File: src/rtl/tdm_pkg.sv
`default_nettype none
// ============================================================================
//  Module   : tdm_pkg
//  Purpose  : Shared definitions for the TDM channel-sharing link: receiver
//             state encoding, frame-counter width and the slot-width helper
//             also used by the transmit-side multiplexer.
//  Ports    : none (package)
//  Revision : 1.0 - initial release
// ============================================================================
package tdm_pkg;

   // Receiver framing state.
   typedef enum logic [0:0] {
      HUNT   = 1'b0,
      LOCKED = 1'b1
   } tdm_state_t;

   localparam int FRAME_CNT_W = 16;

   // Bits needed to number n slots; returns 0 for n <= 1.
   function automatic int clog2(input int n);
      int w;
      w = 0;
      for (int i = 0; i < 31; i++) begin
         if ((1 << i) < n) begin
            w = i + 1;
         end
      end
      return w;
   endfunction

endpackage
`default_nettype wire

File: src/rtl/tdm_slot_ctr.sv
`default_nettype none
// ============================================================================
//  Module   : tdm_slot_ctr
//  Purpose  : Modulo-CHANNELS slot counter. A load forces the count to 1
//             (the slot that follows a sync beat); an increment advances it
//             with wrap to 0 after CHANNELS-1. Load has priority.
//  Ports    : clk_in      - clock
//             rst_in      - asynchronous active-high reset (count -> 0)
//             load1_in    - load the value 1
//             inc_in      - advance by one slot
//             slot_out    - current slot number
//  Revision : 1.0 - initial release
// ============================================================================
module tdm_slot_ctr
   import tdm_pkg::*;
#(
   parameter int CHANNELS = 4,
   parameter int SLOT_W   = clog2(CHANNELS)
) (
   input  logic              clk_in,
   input  logic              rst_in,
   input  logic              load1_in,
   input  logic              inc_in,
   output logic [SLOT_W-1:0] slot_out
);

   localparam logic [SLOT_W-1:0] c_LAST_SLOT = SLOT_W'(CHANNELS - 1);

   logic [SLOT_W-1:0] slot_q;

   always_ff @(posedge clk_in or posedge rst_in) begin
      if (rst_in) begin
         slot_q <= '0;
      end else if (load1_in) begin
         slot_q <= SLOT_W'(1);
      end else if (inc_in) begin
         slot_q <= (slot_q == c_LAST_SLOT) ? '0 : slot_q + SLOT_W'(1);
      end
   end

   assign slot_out = slot_q;

endmodule
`default_nettype wire

File: src/rtl/tdm_demux.sv
`default_nettype none
// ============================================================================
//  Module   : tdm_demux
//  Purpose  : Receive end of the TDM channel-sharing link. Hunts for the
//             slot-0 sync marker, then routes each valid beat to its
//             channel register, pulses frame completion, counts frames and
//             keeps a sticky sync-error flag.
//  Ports    : clk_in         - clock, rising edge
//             rst_in         - asynchronous active-high reset
//             data_in        - shared TDM sample
//             valid_in       - data_in carries a slot sample
//             sync_in        - slot-0 marker (qualified by valid_in)
//             clr_err_in     - clear sync_err_out
//             ch_data_out    - channel k at [k*DATA_W +: DATA_W], holds value
//             ch_valid_out   - one-cycle update pulse per channel
//             frame_done_out - pulse when the last slot is written
//             locked_out     - receiver is in LOCKED
//             sync_err_out   - sticky sync-error flag
//             frame_cnt_out  - completed frames, wrapping
//  Revision : 1.0 - initial release
// ============================================================================
module tdm_demux
   import tdm_pkg::*;
#(
   parameter int CHANNELS = 4,
   parameter int DATA_W   = 8
) (
   input  logic                       clk_in,
   input  logic                       rst_in,
   input  logic [DATA_W-1:0]          data_in,
   input  logic                       valid_in,
   input  logic                       sync_in,
   input  logic                       clr_err_in,
   output logic [CHANNELS*DATA_W-1:0] ch_data_out,
   output logic [CHANNELS-1:0]        ch_valid_out,
   output logic                       frame_done_out,
   output logic                       locked_out,
   output logic                       sync_err_out,
   output logic [FRAME_CNT_W-1:0]     frame_cnt_out
);

   localparam int                c_SLOT_W    = clog2(CHANNELS);
   localparam logic [c_SLOT_W-1:0] c_LAST_SLOT = c_SLOT_W'(CHANNELS - 1);

   tdm_state_t                  state_q, state_d;
   logic [CHANNELS*DATA_W-1:0]  ch_data_q;
   logic [CHANNELS-1:0]         ch_valid_q;
   logic                        frame_done_q;
   logic                        locked_q;
   logic                        sync_err_q;
   logic [FRAME_CNT_W-1:0]      frame_cnt_q;

   logic [c_SLOT_W-1:0]         w_slot;
   logic [CHANNELS-1:0]         wr_sel_d;
   logic                        w_load1;
   logic                        w_inc;
   logic                        w_err_set;
   logic                        w_frame_end;

   tdm_slot_ctr #(
      .CHANNELS (CHANNELS),
      .SLOT_W   (c_SLOT_W)
   ) u_slot_ctr (
      .clk_in   (clk_in),
      .rst_in   (rst_in),
      .load1_in (w_load1),
      .inc_in   (w_inc),
      .slot_out (w_slot)
   );

   // Beat classification. A sync beat always restarts the frame at slot 0,
   // even when it arrives early; a missing sync drops lock instead.
   always_comb begin
      state_d     = state_q;
      wr_sel_d    = '0;
      w_load1     = 1'b0;
      w_inc       = 1'b0;
      w_err_set   = 1'b0;
      w_frame_end = 1'b0;
      if (valid_in) begin
         case (state_q)
            HUNT: begin
               if (sync_in) begin
                  wr_sel_d[0] = 1'b1;
                  w_load1     = 1'b1;
                  state_d     = LOCKED;
               end
            end
            default: begin
               if (sync_in) begin
                  w_err_set   = (w_slot != '0);
                  wr_sel_d[0] = 1'b1;
                  w_load1     = 1'b1;
               end else if (w_slot == '0) begin
                  w_err_set = 1'b1;
                  state_d   = HUNT;
               end else begin
                  wr_sel_d[w_slot] = 1'b1;
                  w_inc            = 1'b1;
                  // Slot 0 is only ever written on the sync path, so the
                  // last slot can only complete a frame here.
                  w_frame_end      = (w_slot == c_LAST_SLOT);
               end
            end
         endcase
      end
   end

   always_ff @(posedge clk_in or posedge rst_in) begin
      if (rst_in) begin
         state_q      <= HUNT;
         ch_data_q    <= '0;
         ch_valid_q   <= '0;
         frame_done_q <= 1'b0;
         locked_q     <= 1'b0;
         sync_err_q   <= 1'b0;
         frame_cnt_q  <= '0;
      end else begin
         state_q      <= state_d;
         locked_q     <= (state_d == LOCKED);
         ch_valid_q   <= wr_sel_d;
         frame_done_q <= w_frame_end;
         for (int k = 0; k < CHANNELS; k++) begin
            if (wr_sel_d[k]) begin
               ch_data_q[k*DATA_W +: DATA_W] <= data_in;
            end
         end
         if (w_frame_end) begin
            frame_cnt_q <= frame_cnt_q + FRAME_CNT_W'(1);
         end
         // A new error outranks a simultaneous clear.
         if (w_err_set) begin
            sync_err_q <= 1'b1;
         end else if (clr_err_in) begin
            sync_err_q <= 1'b0;
         end
      end
   end

   assign ch_data_out    = ch_data_q;
   assign ch_valid_out   = ch_valid_q;
   assign frame_done_out = frame_done_q;
   assign locked_out     = locked_q;
   assign sync_err_out   = sync_err_q;
   assign frame_cnt_out  = frame_cnt_q;

endmodule
`default_nettype wire
File: config.mk
export PLATFORM = sky130hd
export DESIGN_NAME = tdm_demux
export DESIGN_NICKNAME = d
export VERILOG_FILES = /design/src/rtl/tdm_pkg.sv /design/src/rtl/tdm_slot_ctr.sv /design/src/rtl/tdm_demux.sv
export SDC_FILE = /design/constraint.sdc
export NUM_CORES = 1
export LEC_CHECK = 0
export CORE_MARGIN = 10
export CORE_UTILIZATION = 46
export CTS_CLUSTER_SIZE = 12
export DETAILED_ROUTE_END_ITERATION = 8
export MAX_ROUTING_LAYER = met4
export PLACE_DENSITY = 0.85
export SLEW_MARGIN = 10
export SYNTH_ARGS = -nofsm -noshare
export SYNTH_HDL_FRONTEND = slang
export SYNTH_HIERARCHICAL = 1
export SYNTH_SLANG_ARGS = --single-unit
File: constraint.sdc
create_clock -name clk_in -period 2.4 [get_ports clk_in]
set_input_delay 0.48 -clock clk_in [delete_from_list [all_inputs] [get_ports clk_in]]
set_output_delay 0.48 -clock clk_in [all_outputs]
set_load 0.05 [all_outputs]
---- Yosys cells after proc, flatten, opt, wreduce, memory -nomap -nowiden ----
Index checks and enable logic that the tools add are counted.
storage, ports and cells
  flip-flop bits (word level) ............. 57
  input bits .............................. 13
  output and inout port bits .............. 55
  word-level logic and storage cells ...... 49
cells by class
  add/sub/neg operators ................... 2
  magnitude comparators ................... 2
  equality and inequality tests ........... 1
  mux-type cells .......................... 29
  reduce and logical (&&, ||, !) cells .... 5
operators by type and width
  cell                                                                    count
  1-bit 2-to-1 mux                                                        21
  16-bit by 1-bit adder with 16-bit output (second input constant)        1
  4-bit 2-to-1 mux                                                        2
  2-bit 2-to-1 mux                                                        3
  3-bit 2-to-1 mux                                                        2
  2-bit nonzero test                                                      3
  2-bit by 3-bit < comparator with 1-bit output (second input constant)   1
  2-bit by 1-bit adder with 2-bit output (second input constant)          1
  1-bit demux with 2-bit select                                           1
  2-bit == test (second input constant)                                   1
  2-bit by 1-bit >= comparator with 1-bit output (second input constant)  1
  2-bit zero test                                                         1
  1-bit logical AND                                                       1

---- Logic depth before layout (Yosys ltp) ----
Gate-level depths: netlist of the first run.
  word-level depth ........................ 8
  mapped depth ............................ 5
  mapped depth without buffers ............ 5

---- Modules after synthesis ----
The synthesis of the first run kept the hierarchy.
modules (own cells, without submodules)
  module        instances  cells each  area each (µm²)  seq. area each (µm²)
  tdm_demux     1          149         2174.6           1351.3
  tdm_slot_ctr  1          9           98.8             50.0

---- Worst setup path after synthesis of the first run ----
Ideal clock, no wire load.
  path kind ............................... register to register
  start point ............................. register locked_out (netlist name)
  end point ............................... register ch_data_q[24] (netlist: ch_data_out[24])
  library setup time ...................... 125 ps
  data arrival time ....................... 1653 ps
  data required time ...................... 2275 ps
  setup slack ............................. 622 ps
  stages on the path, launching flop included .. 5
  buffers on the path ..................... 1
  clock period less this slack ............ 1778 ps
  cells stage by stage .................... dfrtp_1 nand4b_4 or2_1 buf_2 mux2_2
RTL lines
  element                         line              source
  end signal: indexed assignment  tdm_demux.sv:125  ch_data_q[k*DATA_W +: DATA_W] <= data_in;
  end: declaration                tdm_demux.sv:46   logic [CHANNELS*DATA_W-1:0] ch_data_q;

---- Final worst setup path of the first run ----
  start point ............................. register locked_q (netlist: locked_out)
  end point ............................... output locked_out
RTL lines
  element                   line              source
  start: declaration        tdm_demux.sv:49   logic locked_q;
  start signal: assignment  tdm_demux.sv:120  locked_q <= (state_d == LOCKED);
  end: declaration          tdm_demux.sv:37   output logic locked_out,
No word-level cell between the ends.

==> metrics.cfg, run 1 <==
[timing]
period_needed_ns=2.13
rsz0062_at_grt=false
slew_headroom_pct=63.8
hold_viol=0
max_freq_mhz=470
finClkSkew_ns=0.00291
drv_slew=0
post-route-period-util_pct=88.7
setup_viol=0
tightest_slew_ns=0.541
tns_ns=0

[power_and_ir_drop]
power.density_nw_per_um2=1210
p_sw_mw=1.68
p_seq_share_pct=36.4
comb_power_share_pct=49.6
intPower_mw=2.14
p_clk_share_pct=14.0
netSwitchingFraction_pct=43.9
p_leak_nw=1.47
vdd_ir_drop_max_mv=0.820

[placement]
portBuffers=67
hpwlAfterDp_um=3860
dp_cells=296
gp_congestion=0.819

[clock_tree]
clock-sinks=56
post_cts_resized=0
cts_buffers=5
clockRootBuffer=clkbuf_8
clockBufferDepth=2
clock_latency_ns=0.30
clk_pin_slew_ns=0.09
cts_tree=done
hold_buffers=0
cts_setup_buffers=0
cts_max_level=2

[floorplan]
die_height_um=90.3
pin_count=68
num_rows=25
die_width_um=90.3
start_util_pct=47.8
dieArea_um2=8150
core_area_um2=4750

[global_route]
grt_usage_pct=12.9
grt_pass1_wl_um=8410
grt_max_degree=25
grt_pass1_vias=1653
overflow=0
antenna_found_initial=0

[logic_synthesis]
syn_area_um2=2270
seq_area_frac_synth_pct=61.6
syn_inst=158
syn_avg_cell_area_um2=14.4
ys_seq_elements=56
ys_warn_count=6
ys_types=26
synth_nets=175

[layout]
final_nets=253
diodes=0
drive_above_1_share_pct=22.5
n_fill_cell=369
syn_to_final_growth_pct=39.4
instances_no_fill=303

[run]
cap_violations=0

[critical_path]
slowest_stage=clkdlybuf4s50_1
r2r_setup_slack_ns=0.76
r2r_cells=4
cp_data_arrival_time_ns=1.65
required_ns=1.92
r2r_start=u_slot_ctr/slot_out[0]
path_cells=clkdlybuf4s50_1
path_max_fanout=7
cp.depth=1
crit_path_end_kind=output port
startpoint_type=flop
criticalPathCategory=flop to output port
crit_buf_inv=1
critical-path-top-delay-family=buffers and inverters
slowest_delay_ns=0.86
r2r-end=frame_cnt_out[14]

[run_status]
status=finished clean

[route]
first_pass_iters=4
viasPerCell=4.91
num_vias=1488
ant_nets=0
drt-total-wl_um=4980
drtIter0Drc=34
post-route-drc-count=0
drt-wirelength-per-cell_um=16.4

[min_path]
hold_path.class=input pin to asynchronous set/reset pin

## logic make-up after synthesis
logic type | Yosys count | share of synthesized area (%)
DFF | 56 | 61.6
and+or+nand+nor | 35 | 10.7
muxes | 34 | 16.8
xor gates and xnor gates | 15 | 5.78
buffers and inverters | 11 | 2.04
adders and majority gates | 4 | 2.20
AOI/OAI and AO/OA | 3 | 0.881
## worst reg2reg max path, delay by kind of cell, from the launching register on
family,cells,cell delay [ns]
AND/OR/NAND/NOR,3,0.87
XOR/XNOR,1,0.15
flip-flops,1,0.51
## stage by stage
| step | utilization [%] | total power, mW | hold slack (ns) | instance area [um2] | worst slack [ns] |
|---|---|---|---|---|---|
| detailed placement | 64.6 | 3.33 | 0.479 | 3070 | 0.162 |
| CTS | 66.7 | 3.87 | 0.385 | 3170 | 0.256 |
| global placement | 64.6 | 3.30 | 0.461 | 3070 | 0.214 |
| floorplan | - | 2.64 | 0.221 | 2270 | 0.605 |
| global route | 66.7 | 4.01 | 0.413 | 3170 | 0.211 |
| finish | 66.7 | 3.82 | 0.391 | 3170 | 0.272 |
## cell type report
type / count / area (um2) / area share (%)
timing repair buffer: 73 / 728 / 23.0
sequential: 56 / 1400 / 44.2
multi-input combinational: 91 / 826 / 26.1
inverter: 9 / 33.8 / 1.07
clock buffer: 7 / 96.3 / 3.04
tap: 67 / 83.8 / 2.65
## synth_stat cells
library cell	n	area, um2
buf_4	1	7.51
dfrtp_1	56	1400
nor2_1	5	18.8
nor2_2	1	6.26
xnor2_1	7	61.3
mux2_2	33	372
nand2_1	5	18.8
o21ai_0	1	5.00
nor2b_1	1	6.26
buf_2	1	5.00
a31oi_1	1	6.26
inv_1	9	33.8
and3_1	6	37.5
nand4_1	4	25.0
and4_1	1	8.76
ha_1	4	50.1
nor3_1	1	5.00
xor2_1	8	70.1
or2_2	1	6.26
nor4_4	2	42.5
nor4_2	1	12.5
mux2i_1	1	10.0
or2_1	1	6.26
nand3_1	5	25.0
a211o_1	1	8.76
nand4b_4	1	23.8
## worst max-delay path by stage
stage / start / endpoint / slack [ns]
6_report: locked_out / locked_out / 0.27
4_1_cts: locked_out / locked_out / 0.26
2_1_floorplan: rst_in / ch_data_out[0] / 0.61
5_1_grt: locked_out / locked_out / 0.21
3_5_place_dp: valid_in / frame_cnt_out[14] / 0.16
3_3_place_gp: valid_in / ch_data_out[28] / 0.21
## power by group through the flow
stage / logic [mW] / registers (mW) / clock network [mW]
detailed placement: 1.92 / 1.41 / 0
finish: 1.90 / 1.39 / 0.534
global placement: 1.90 / 1.40 / 0
CTS: 1.92 / 1.39 / 0.554
global route: 2.00 / 1.43 / 0.581
floorplan: 0.372 / 2.27 / 0
## flip-flops by register name, summed over array words and instances (netlist names)
name,count
ch_valid_out,4
frame_cnt_out,16
sync_err_out,1
u_slot_ctr/slot_out,2
ch_data_out,32
locked_out,1
## layout by cell type, fill, tap and decap left out
master and n:
mux2_2 33, or2_1 1, nand2_1 5, a211o_1 1, clkdlybuf4s50_1 67, or2_2 1
a31oi_1 1, inv_2 1, buf_4 5, xor2_1 8, xnor2_1 7, dfrtp_1 56
nor3_1 1, clkbuf_8 7, mux2i_1 1, ha_1 4, nor2b_1 1, nand4_1 4
inv_1 8, nor2_1 5, nand3_1 5, and3_1 6, nor4_2 1, o21ai_0 1
nor4_4 2, buf_12 1, nor2_2 1, and4_1 1, nand4b_4 1
## per-layer routing
metal / up-vias / share of wire [%] / global-route usage, % / routed length (um)
met1: 728 / 44 / 14.6 / 2210
met3: 5 / 9.8 / 6.40 / 488
met4: 0 / 0.74 / 2.79 / 37
met5: - / 0 / - / 0
li1: 700 / - / - / -
met2: 55 / 45 / 20.2 / 2250
Note: power is estimated with default switching activity, not from simulation.
==> inputs of run 2 (changes only) <==
--- a/config.mk
+++ b/config.mk
@@ -6,11 +6,12 @@
 export NUM_CORES = 1
 export LEC_CHECK = 0
 export CORE_MARGIN = 10
-export CORE_UTILIZATION = 46
+export CORE_UTILIZATION = 42
 export CTS_CLUSTER_SIZE = 12
 export DETAILED_ROUTE_END_ITERATION = 8
 export MAX_ROUTING_LAYER = met4
-export PLACE_DENSITY = 0.85
+export PLACE_DENSITY = 0.82
+export REMOVE_ABC_BUFFERS = 1
 export SLEW_MARGIN = 10
 export SYNTH_ARGS = -nofsm -noshare
 export SYNTH_HDL_FRONTEND = slang
==> constraint.sdc (replaced) <==
create_clock -name clk_in -period 1.9 [get_ports clk_in]
set_input_delay 0.38 -clock clk_in [delete_from_list [all_inputs] [get_ports clk_in]]
set_output_delay 0.38 -clock clk_in [all_outputs]
set_load 0.05 [all_outputs]
==> run 2 against run 1 <==
Effect of this change: sequential power grew 27%; clock skew grew 0.0049 ns; sequential share of layout area shrank 0.50 points; highest routed layer unchanged.
==> metrics.cfg, run 2 (same netlist as run 1, synthesis figures left out) <==
[run_status]
status=finished clean  ; unchanged

[critical_path]
required_ns=1.52  ; was 1.92 ns
cp_data_arrival_time_ns=1.47  ; was 1.65 ns
startpoint_type=flop  ; unchanged
slowest_delay_ns=0.81  ; was 0.86 ns
slowest_stage=clkdlybuf4s50_1  ; unchanged
crit_path_end_kind=output port  ; unchanged
criticalPathCategory=flop to output port  ; unchanged
crit_buf_inv=1  ; unchanged
critical-path-top-delay-family=buffers and inverters  ; unchanged
path_cells=clkdlybuf4s50_1  ; unchanged
path_max_fanout=2  ; was 7

[timing]
rsz0062_at_grt=false  ; unchanged
period_needed_ns=1.85
post-route-period-util_pct=97.5
slew_headroom_pct=65.4  ; was 63.8%
tightest_slew_ns=0.518  ; was 0.541 ns
drv_slew=0  ; unchanged
max_freq_mhz=540
setup_viol=0  ; unchanged
hold_ws_ns=0.280  ; was 0.391 ns
hold_viol=0  ; unchanged
tns_ns=0  ; unchanged
fin_ws_ns=0.0468  ; was 0.272 ns
finClkSkew_ns=0.00777  ; was 0.00291 ns

[route]
drtIter0Drc=36  ; was 34
drt-wirelength-per-cell_um=16.7  ; was 16.4 um
ant_nets=0  ; unchanged
drt-total-wl_um=5250  ; was 4980 um
first_pass_iters=4  ; unchanged
post-route-drc-count=0  ; unchanged
num_vias=1539  ; was 1,488
viasPerCell=4.90  ; was 4.91

[floorplan]
die_width_um=93.6  ; was 90.3 um
die_height_um=93.6  ; was 90.3 um
pin_count=68  ; unchanged
num_rows=26  ; was 25
core_area_um2=5170  ; was 4750 um2
dieArea_um2=8760  ; was 8150 um2
start_util_pct=44.0  ; was 47.8%

[global_route]
grt_usage_pct=12.9  ; about the same
antenna_found_initial=0  ; unchanged
grt_max_degree=54  ; was 25
grt_pass1_vias=1741  ; was 1,653
overflow=0  ; unchanged
grt_pass1_wl_um=8580  ; was 8410 um

[power_and_ir_drop]
vdd_ir_drop_max_mv=1.05  ; was 0.820 mV
power.density_nw_per_um2=1600  ; was 1210 nW/um2
p_leak_nw=1.64  ; was 1.47 nW
power.total_mw=5.13  ; was 3.82 mW

[clock_tree]
clock-sinks=56  ; unchanged
clockRootBuffer=clkbuf_8  ; unchanged
clock_latency_ns=0.32  ; was 0.30 ns
cts_buffers=5  ; unchanged
hold_buffers=0  ; unchanged
clockBufferDepth=2  ; unchanged
cts_tree=done  ; unchanged
clk_pin_slew_ns=0.09  ; about the same
cts_max_level=2  ; unchanged

[placement]
placed_area_um2=3040  ; was 3070 um2
dp_cells=306  ; was 296
gp_congestion=0.780  ; was 0.819
hpwlAfterDp_um=4060  ; was 3860 um
portBuffers=67  ; unchanged
dp_slack_ns=-0.143  ; was 0.162 ns

[min_path]
hold_path.class=input pin to asynchronous set/reset pin  ; unchanged

[layout]
n_fill_cell=423  ; was 369
final_nets=260  ; was 253
design_area_um2=3210  ; was 3170 um2
diodes=0  ; unchanged
mostFrequentLayoutCells=56 x dfrtp_1, 56 x buf_4, 33 x mux2_2  ; was 67 x clkdlybuf4s50_1, 56 x dfrtp_1, 33 x mux2_2
multiInputGateArea_um2=826  ; unchanged
instances_no_fill=314  ; was 303
syn_to_final_growth_pct=41.0  ; was 39.4%
seq_area_um2=1400  ; unchanged
drive_above_1_share_pct=43.9  ; was 22.5%
largest_reg_flops=32  ; unchanged
utilization_pct=62.0  ; was 66.7%

[run]
cap_violations=0  ; unchanged

[run 2: cell types whose count changed in the layout (fill, tap and decap cells not counted), sizes merged]
cell	change
buf	+53
bufinv	+3
clkbuf	-2
clkdlybuf4s50	-49
dlymetal6s2s	+3
[run 2: area by class of cell]
type | instances | area share, %
Timing Repair Buffer | 80 | 21.8
Tap cell | 70 | 2.73
Clock inverter | 3 | 2.81
Multi-Input combinational cell | 91 | 25.8
Sequential cell | 56 | 43.7
Clock buffer | 5 | 2.15
Inverter | 9 | 1.05
[run 2: timing repair]
action / 4_1_cts / 5_1_grt
setup buffers: 0 / 0
gates resized for setup: 0 / 3
endpoints found under the setup margin: 0 / 3
[run 2: final timing paths]
path / startpoint / endpoint / slack [ns] / cells past startpoint
setup / recovery: ch_data_out[23] / ch_data_out[23] / 0.05 / 1
hold / removal: rst_in / sync_err_out / 0.28 / 2
setup reg to reg: u_slot_ctr/slot_out[0] / u_slot_ctr/slot_out[0] / 0.32 / 4
hold reg to reg: frame_cnt_out[15] / frame_cnt_out[15] / 0.49 / 1
max in group asynchronous: rst_in / ch_data_out[6] / 1.17 / 3
min in group clk_in: frame_cnt_out[15] / frame_cnt_out[15] / 0.49 / 1
[run 2: power breakdown]
group          switching [mW]  total, mW  leakage, nW  internal [mW]
Clock                   0.379       1.04       0.0784          0.658
Sequential              0.246       1.77        0.712           1.52
Combinational            1.54       2.32        0.849          0.788
[run 2: metal layers]
layer / track usage, % / vias to the layer above / wire (um)
met2: 20.1 / 54 / 2420
li1: - / 714 / -
met4: 3.80 / 0 / 55
met1: 14.3 / 766 / 2210
met3: 6.55 / 5 / 570
met5: - / - / 0
==> inputs of run 3 (changes only) <==
--- a/config.mk
+++ b/config.mk
@@ -5,7 +5,6 @@
 export SDC_FILE = /design/constraint.sdc
 export NUM_CORES = 1
 export LEC_CHECK = 0
-export CORE_MARGIN = 10
 export CORE_UTILIZATION = 42
 export CTS_CLUSTER_SIZE = 12
 export DETAILED_ROUTE_END_ITERATION = 8
==> run 3 against run 2 <==
Effect of this change: worst hold slack got worse by 0.018 ns; sequential power about the same; largest power group unchanged; first-iteration DRC count up 42%; routed wire length down 12%; total power fell by 7.2%; final cell count unchanged; clock skew decreased by 0.0016 ns; global-route usage rose by 4.9 points; design area decreased by 0.23%.
==> metrics.cfg, run 3 (same netlist as run 1, synthesis figures left out) <==
[run_status]
status=finished clean  ; unchanged

[route]
drtIter0Drc=51  ; was 36
first_pass_iters=4  ; unchanged
drt-wirelength-per-cell_um=14.7  ; was 16.7 um
ant_nets=0  ; unchanged
viasPerCell=4.87  ; was 4.90
drt-total-wl_um=4630  ; was 5250 um
post-route-drc-count=0  ; unchanged
num_vias=1530  ; was 1,539

[critical_path]
startpoint_type=flop  ; unchanged
crit_end=ch_data_out[21]  ; was ch_data_out[23]
crit_path_end_kind=output port  ; unchanged
required_ns=1.52  ; about the same
r2r_setup_slack_ns=0.27  ; was 0.32 ns
slowest_delay_ns=0.81  ; about the same
cp.depth=1  ; unchanged
r2r-end=u_slot_ctr/slot_out[0]  ; unchanged
path_max_fanout=2  ; unchanged
r2r_cells=4  ; unchanged
timing.critical_path.from=ch_data_out[21]  ; was ch_data_out[23]
crit_buf_inv=1  ; unchanged
slowest_stage=clkdlybuf4s50_1  ; unchanged
r2r_start=u_slot_ctr/slot_out[0]  ; unchanged
critical-path-top-delay-family=buffers and inverters  ; unchanged
criticalPathCategory=flop to output port  ; unchanged
cp_data_arrival_time_ns=1.48  ; was 1.47 ns
path_cells=clkdlybuf4s50_1  ; unchanged

[placement]
dp_slack_ns=-0.148  ; was -0.143 ns
placed_area_um2=3080  ; was 3040 um2
gp_congestion=0.760  ; was 0.780
hpwlAfterDp_um=3540  ; was 4060 um
portBuffers=67  ; unchanged

[global_route]
met3_usage_pct=6.75  ; was 6.55%
grt_max_degree=25  ; was 54
busiest_layer=met2  ; unchanged
grt_pass1_wl_um=7250  ; was 8580 um
grt_pass1_vias=1516  ; was 1,741
antenna_found_initial=0  ; unchanged
overflow=0  ; unchanged
grt_use_met2_pct=28.5  ; was 20.1%
grt_usage_pct=17.8  ; was 12.9%
use_met1_pct=21.5  ; was 14.3%

[layout]
final_nets=260  ; unchanged
syn_to_final_growth_pct=40.7  ; was 41.0%
mostFrequentLayoutCells=56 x dfrtp_1, 40 x buf_4, 33 x mux2_2  ; was 56 x dfrtp_1, 56 x buf_4, 33 x mux2_2
largest_reg_flops=32  ; unchanged
drive_above_1_share_pct=36.9  ; was 43.9%
layout.cells.most_common=dfrtp_1
utilization_pct=61.8  ; was 62.0%
diodes=0  ; unchanged
design_area_um2=3200  ; was 3210 um2

[clock_tree]
clockBufferDepth=2  ; unchanged
hold_buffers=0  ; unchanged
clk_pin_slew_ns=0.09  ; about the same
clock_latency_ns=0.30  ; was 0.32 ns
cts_setup_buffers=0  ; unchanged
cts_tree=done  ; unchanged
clockRootBuffer=clkbuf_8  ; unchanged
post_cts_resized=0  ; unchanged
clock-sinks=56  ; unchanged
cts_buffers=5  ; unchanged
cts_max_level=2  ; unchanged

[floorplan]
die_height_um=75.6  ; was 93.6 um
die_width_um=75.6  ; was 93.6 um
start_util_pct=44.0  ; unchanged
core_area_um2=5170  ; unchanged
num_rows=26  ; unchanged
pin_count=68  ; unchanged
dieArea_um2=5710  ; was 8760 um2

[run]
cap_violations=0  ; unchanged

[power_and_ir_drop]
power.density_nw_per_um2=1490  ; was 1600 nW/um2
vdd_ir_drop_max_mv=1.05  ; about the same
p_leak_nw=1.68  ; was 1.64 nW

[timing]
tns_ns=0  ; unchanged
post-route-period-util_pct=97.7  ; was 97.5%
drv_slew=0  ; unchanged
tightest_slew_ns=0.525  ; was 0.518 ns
finClkSkew_ns=0.00613  ; was 0.00777 ns
fin_ws_ns=0.0445  ; was 0.0468 ns
setup_viol=0  ; unchanged
max_freq_mhz=539  ; was 540 MHz
hold_viol=0  ; unchanged
slew_headroom_pct=64.9  ; was 65.4%
period_needed_ns=1.86  ; was 1.85 ns

[min_path]
hold_path.class=input pin to asynchronous set/reset pin  ; unchanged

==> run 3: worst min-delay path by stage <==
stage / from / endpoint / slack, ns / depth (start not counted)
after floorplan: rst_in / u_slot_ctr/slot_out[0] / 0.12 / 1
after global placement: frame_cnt_out[15] / frame_cnt_out[15] / 0.47 / 1
after detailed placement: frame_cnt_out[15] / frame_cnt_out[15] / 0.47 / 1
after CTS: rst_in / u_slot_ctr/slot_out[0] / 0.25 / 2
after global routing: rst_in / u_slot_ctr/slot_out[0] / 0.27 / 2
final: rst_in / u_slot_ctr/slot_out[0] / 0.26 / 2
==> run 3: cell type report <==
class	instances	area, um2
repair buffers	80	756
fillers	404	1970
multi-input cells	91	826
clock inverters	1	7.51
flip-flops and latches	56	1400
well taps	70	87.6
inverters	9	33.8
clock buffers	7	86.3
==> run 3: where the power goes <==
group	leakage, nW	total [mW]	switching [mW]	internal, mW
Sequential	0.712	1.76	0.239	1.52
Clock	0.0445	0.661	0.364	0.297
Combinational	0.928	2.33	1.51	0.824
==> run 3: through the flow <==
stage          hold slack [ns]  power, mW  cells
2_1_floorplan            0.121       3.33    156
3_3_place_gp             0.465       4.11    306
3_5_place_dp             0.467       4.14    306
4_1_cts                  0.252       4.81    314
5_1_grt                  0.270       4.99    314
6_report                 0.262       4.76    314
==> run 3: metal layers <==
metal	vias up	wire length (um)
met3	8	352
li1	710	-
met2	51	2300
met1	761	1930
met5	-	0
met4	0	45
